### config.mk
export PLATFORM = sky130hd
export DESIGN_NAME = i2c_slave_ctrl
export DESIGN_NICKNAME = d
export VERILOG_FILES = /design/src/rtl/i2c_pkg.sv /design/src/rtl/i2c_line_sync.sv /design/src/rtl/i2c_slave_ctrl.sv
export SDC_FILE = /design/constraint.sdc
export NUM_CORES = 1
export LEC_CHECK = 0
export CORE_UTILIZATION = 35
export DETAILED_ROUTE_END_ITERATION = 6
export PLACE_DENSITY = 0.61
export SYNTH_ARGS = -nofsm -noshare
export SYNTH_HDL_FRONTEND = slang
export SYNTH_SLANG_ARGS = --single-unit
### constraint.sdc
create_clock -name sys_clk -period 2.7 [get_ports sys_clk]
set_input_delay 0.405 -clock sys_clk [delete_from_list [all_inputs] [get_ports sys_clk]]
set_output_delay 0.405 -clock sys_clk [all_outputs]
set_load 0.05 [all_outputs]
### src/rtl/i2c_pkg.sv
// Shared definitions for the I2C master/target pair: FSM state encoding and
// the default target address both sides agree on.
package i2c_pkg;

  localparam logic [6:0] DEFAULT_SLAVE_ADDR = 7'h73;

  typedef enum logic [3:0] {
    ST_IDLE,
    ST_ADDR,
    ST_ADDR_ACK,
    ST_PTR,
    ST_PTR_ACK,
    ST_WDATA,
    ST_WDATA_ACK,
    ST_RDATA,
    ST_RDATA_ACK,
    ST_IGNORE
  } state_t;

endpackage

### src/rtl/i2c_line_sync.sv
// Brings the asynchronous SCL/SDA lines into sys_clk and flags SCL edges
// plus START/STOP conditions as single-cycle pulses.
module i2c_line_sync (
  input  logic sys_clk,
  input  logic sys_rst,
  input  logic scl_in,
  input  logic sda_in,
  output logic scl_rise,
  output logic scl_fall,
  output logic start_det,
  output logic stop_det,
  output logic sda_s
);

  logic [1:0] scl_sync;
  logic [1:0] sda_sync;
  logic       scl_d;
  logic       sda_d;

  // NOTE: the synchronizers reset to 1 (idle bus level) so leaving reset
  // never fakes a START or an SCL edge on an idle bus.
  always_ff @(posedge sys_clk) begin
    if (sys_rst) begin
      scl_sync <= 2'b11;
      sda_sync <= 2'b11;
      scl_d    <= 1'b1;
      sda_d    <= 1'b1;
    end else begin
      scl_sync <= {scl_sync[0], scl_in};
      sda_sync <= {sda_sync[0], sda_in};
      scl_d    <= scl_sync[1];
      sda_d    <= sda_sync[1];
    end
  end

  // SCL must be high on both sides of the SDA transition to count as START/STOP.
  assign scl_rise  = scl_sync[1] & ~scl_d;
  assign scl_fall  = ~scl_sync[1] & scl_d;
  assign start_det = scl_sync[1] & scl_d & sda_d & ~sda_sync[1];
  assign stop_det  = scl_sync[1] & scl_d & ~sda_d & sda_sync[1];
  assign sda_s     = sda_sync[1];

endmodule

### src/rtl/i2c_slave_ctrl.sv
// I2C target: address match, register-pointer byte, then burst write into or
// burst read from an external register bank with pointer auto-increment.
module i2c_slave_ctrl
  import i2c_pkg::*;
#(
  parameter logic [6:0] SLAVE_ADDR = DEFAULT_SLAVE_ADDR,
  parameter int         REG_AW     = 4
) (
  input  logic              sys_clk,
  input  logic              sys_rst,
  input  logic              scl_in,
  input  logic              sda_in,
  output logic              sda_oe,
  output logic [REG_AW-1:0] reg_addr,
  input  logic [7:0]        reg_rdata,
  output logic [7:0]        reg_wdata,
  output logic              reg_wr,
  output logic              busy
);

  logic       scl_rise;
  logic       scl_fall;
  logic       start_det;
  logic       stop_det;
  logic       sda_s;

  state_t     state;
  logic [2:0] bit_cnt;
  logic [6:0] shift;
  logic       rw;
  logic       ack_half;
  logic [7:0] rx_byte;

  i2c_line_sync u_line_sync (
    .sys_clk   (sys_clk),
    .sys_rst   (sys_rst),
    .scl_in    (scl_in),
    .sda_in    (sda_in),
    .scl_rise  (scl_rise),
    .scl_fall  (scl_fall),
    .start_det (start_det),
    .stop_det  (stop_det),
    .sda_s     (sda_s)
  );

  // Seven stored bits plus the bit arriving on this rise form the full byte.
  assign rx_byte = {shift, sda_s};

  always_ff @(posedge sys_clk) begin
    if (sys_rst) begin
      state     <= ST_IDLE;
      bit_cnt   <= '0;
      shift     <= '0;
      rw        <= 1'b0;
      ack_half  <= 1'b0;
      sda_oe    <= 1'b0;
      reg_wr    <= 1'b0;
      reg_wdata <= '0;
      reg_addr  <= '0;
      busy      <= 1'b0;
    end else begin
      // NOTE: strobe defaults low every cycle; only the WDATA branch raises it.
      reg_wr <= 1'b0;
      if (reg_wr) reg_addr <= reg_addr + REG_AW'(1);

      if (start_det) begin
        state   <= ST_ADDR;
        bit_cnt <= '0;
        sda_oe  <= 1'b0;
        busy    <= 1'b0;
      end else if (stop_det) begin
        state  <= ST_IDLE;
        sda_oe <= 1'b0;
        busy   <= 1'b0;
      end else begin
        case (state)
          ST_ADDR, ST_PTR, ST_WDATA: begin
            if (scl_rise) begin
              shift   <= rx_byte[6:0];
              bit_cnt <= bit_cnt + 3'd1;
              if (bit_cnt == 3'd7) begin
                ack_half <= 1'b0;
                if (state == ST_ADDR) begin
                  if (rx_byte[7:1] == SLAVE_ADDR) begin
                    rw    <= rx_byte[0];
                    state <= ST_ADDR_ACK;
                  end else begin
                    state <= ST_IGNORE;
                  end
                end else if (state == ST_PTR) begin
                  reg_addr <= rx_byte[REG_AW-1:0];
                  state    <= ST_PTR_ACK;
                end else begin
                  reg_wr    <= 1'b1;
                  reg_wdata <= rx_byte;
                  state     <= ST_WDATA_ACK;
                end
              end
            end
          end

          // First fall pulls SDA low for the ACK slot, second fall ends it.
          ST_ADDR_ACK, ST_PTR_ACK, ST_WDATA_ACK: begin
            if (scl_fall) begin
              if (!ack_half) begin
                sda_oe   <= 1'b1;
                ack_half <= 1'b1;
              end else begin
                bit_cnt <= '0;
                if (state == ST_ADDR_ACK && rw) begin
                  shift  <= reg_rdata[6:0];
                  sda_oe <= ~reg_rdata[7];
                  busy   <= 1'b1;
                  state  <= ST_RDATA;
                end else begin
                  sda_oe <= 1'b0;
                  if (state == ST_ADDR_ACK) begin
                    busy  <= 1'b1;
                    state <= ST_PTR;
                  end else begin
                    state <= ST_WDATA;
                  end
                end
              end
            end
          end

          ST_RDATA: begin
            if (scl_fall) begin
              if (bit_cnt == 3'd7) begin
                sda_oe   <= 1'b0;
                bit_cnt  <= '0;
                ack_half <= 1'b0;
                state    <= ST_RDATA_ACK;
              end else begin
                sda_oe  <= ~shift[6];
                shift   <= {shift[5:0], 1'b0};
                bit_cnt <= bit_cnt + 3'd1;
              end
            end
          end

          // The byte just sent is consumed either way; NACK ends the burst.
          ST_RDATA_ACK: begin
            if (scl_rise) begin
              reg_addr <= reg_addr + REG_AW'(1);
              if (sda_s) state <= ST_IGNORE;
              else ack_half <= 1'b1;
            end else if (scl_fall && ack_half) begin
              shift   <= reg_rdata[6:0];
              sda_oe  <= ~reg_rdata[7];
              bit_cnt <= '0;
              state   <= ST_RDATA;
            end
          end

          default: sda_oe <= 1'b0;
        endcase
      end
    end
  end

endmodule
==> impl_metrics.tcl <==
set metrics [dict create \
    outcome "finished, final reports clean" \
    dp_hpwl_mm 4.20 \
    dp.cells 358 \
    vias 2121 \
    drt_iter0_drc 236 \
    path_delay_family "compound AO/OA/AOI/OAI gates" \
    core.rowCount 28 \
    synthMostInstantiatedCell "dfxtp_1" \
    cts_tree "built" \
    ys_ff_latch 37 \
    p_leak_nw 0.932 \
    area_growth_pct 22.0 \
    clock-sinks 37 \
    nFillCells 629 \
    timing.final.crit_share 0.893 \
    post_drt_wl_per_cell_um 15.9 \
    p_per_area_mw_per_mm2 507 \
    grt.met2_usage 0.279 \
    clkSlewWorstSetupHoldPaths_ns 0.08 \
    final_area_mm2 0.00266 \
    final_antenna_net_count 0 \
    hold_violations 0 \
    cp_cell_sequence "inv_1 -> xnor2_1 -> a2111o_1 -> or4b_1 -> a21oi_1" \
    synth_edf_count 0 \
    grt_max_degree 20 \
    ys_seq_area_frac 0.340 \
    gr-usage-met3 0.0449 \
    syn-num-nets 274 \
    max_stage_delay_ns 0.66 \
    synth_area_mm2 0.00218 \
    place.gp.congestion 0.966 \
    cts_made_buffers 5 \
    cts_resized 0 \
    cts_root_buffer "clkbuf_8" \
    io_buffers 26 \
    max_freq_mhz 415 \
    max-clock-path-buffers 2 \
    slew_headroom 0.421 \
    critPathMaxFanout 19 \
    cts_setup_buffers 0 \
    hp-class "reg2reg" \
    dieArea_mm2 0.00654 \
    async_reset_ff_frac 0 \
    setup_viol 0 \
    drc_errors 0 \
    synth_top_area_cell "dfxtp_1" \
    synthCells 259 \
    rsz0062_at_grt "no" \
    grt_usage 0.192 \
    coreArea_mm2 0.00596 \
    synth_top_flop_cell "dfxtp_1" \
    utilization 0.446 \
    critPathSlowestCell "dfxtp_1" \
    htreeDepth 2 \
    grt_pass1_wl_mm 9.56 \
    insertion_delay_ns 0.29 \
    groute.layer.met1.usage 0.273 \
    fin_cells 366 \
    ios 27 \
    antenna_found_initial 0 \
    yosysWarnings 0 \
    first_pass_iters 5 \
    die_h_um 80.8 \
    hold_buffers 0 \
    critical_path.startpoint_type "flip-flop" \
    tns_ns 0 \
    fin_nets 305 \
    syn_avg_cell_area_um2 8.40 \
    maxSlewViolCount 0 \
    post-route-min-period_ns 2.41 \
    synth_area_leaders "dfxtp_1 34%, mux2i_1 7.4%, a21oi_1 4.4%" \
    synthDistinctLibCells 61 \
    crit_path_end_kind "flip-flop" \
    clock_skew_ns 0.00552 \
    overflow 0 \
    drive_gt1_frac 0.137 \
    worstSetupPathType "reg2reg" \
    top_usage_layer "met2" \
    vias_per_cell 5.80 \
    arrival_ns 2.64 \
    path_buf_inv 1 \
    max-cap-violations 0 \
    initial_core_util 0.365 \
    totalWireLength_mm 5.82 \
    num_antenna_cells 0 \
    yosys.area.top_type_share 0.340 \
    tightest_slew_ns 0.857 \
    cp.required_ns 2.93 \
    ir_worst_vdd_mv 0.283 \
    die_w_um 80.8 \
    synth_common_cells "37 x dfxtp_1, 23 x nor2_1, 19 x a21oi_1" \
    placed_area_mm2 0.00256 \
    first_global_vias 1879 \
]
[layout make-up]
cell class	count	area, um2	share of cell area
inverter	7	26.3	0.00990
timing repair buffer	42	380	0.143
clock inverter	3	21.3	0.00801
tap	75	93.8	0.0353
sequential	37	741	0.279
clock buffer	5	68.8	0.0259
multi-input combinational	197	1320	0.499
[worst paths after layout]
path	slack [ns]	cells past startpoint	end	start
setup / recovery	0.29	5	bit_cnt[1]$_SDFFE_PP0P_	state[3]$_SDFFE_PP0P_
hold / removal	0.41	1	u_line_sync.scl_sync[1]$_SDFF_PP1_	u_line_sync.scl_sync[0]$_SDFF_PP1_
setup reg to reg	0.29	5	bit_cnt[1]$_SDFFE_PP0P_	state[3]$_SDFFE_PP0P_
hold reg to reg	0.41	1	u_line_sync.scl_sync[1]$_SDFF_PP1_	u_line_sync.scl_sync[0]$_SDFF_PP1_
[per-stage QoR]
| stage | power, mW | worst slack (ns) | hold slack [ns] |
|---|---|---|---|
| floorplan | 0.855 | 0.825 | 0.389 |
| global placement | 0.953 | 0.355 | 0.392 |
| detailed placement | 0.952 | 0.342 | 0.395 |
| CTS | 1.35 | 0.324 | 0.415 |
| global route | 1.43 | 0.139 | 0.422 |
| finish | 1.35 | 0.290 | 0.413 |
[state kept, by name, summed over array words and instances (netlist names)]
signal and flops:
reg_wr 1, u_line_sync.scl_d 1, reg_wdata 8, shift 7, bit_cnt 3, u_line_sync.sda_sync 2, sda_oe 1, rw 1
reg_addr 4, busy 1, ack_half 1, state 4, u_line_sync.scl_sync 2, u_line_sync.sda_d 1
[per-layer routing]
metal,vias up,wire (um)
met5,-,0
met4,0,126
met3,14,409
met2,99,2510
met1,990,2780
li1,1018,-
[placed cells by master (no fill, tap or decap), drive strengths merged, types with 5 or more instances in the layout]
cell type      netlist  final
a21oi               19     19
buf                  8     16
clkbuf              10      5
clkdlybuf4s50        0     26
dfxtp               37     37
inv                  7      8
mux2i               16     16
nand2                9      9
nand2b               5      5
nand3                5      5
nor2                24     24
nor2b                7      7
nor3                 8      8
o21ai               19     19
or2                 11     11
or3                  5      5
[cell families (layout without fill, tap and decap cells)]
| family | after synthesis | after routing | share of synthesized area |
|---|---|---|---|
| xor gates and xnor gates | 6 | 6 | 0.0242 |
| and+or+nand+nor | 95 | 95 | 0.253 |
| muxes | 16 | 16 | 0.0736 |
| DFF | 37 | 37 | 0.340 |
| adders and majority gates | 3 | 3 | 0.0173 |
| AOI/OAI and AO/OA | 77 | 77 | 0.237 |
| buffers and inverters | 25 | 57 | 0.0541 |
[power breakdown]
group	leakage (nW)	total (mW)	internal, mW	switching [mW]
registers	0.300	0.607	0.569	0.0389
logic	0.588	0.340	0.146	0.194
clock network	0.0445	0.400	0.183	0.217
[worst reg2reg max path, cell delays in order (launching register included)]
cell      delay (ns)
dfxtp_1         0.66
inv_1           0.23
xnor2_1         0.20
a2111o_1        0.56
or4b_1          0.57
a21oi_1         0.14
Note: power is estimated with default switching activity, not from simulation.
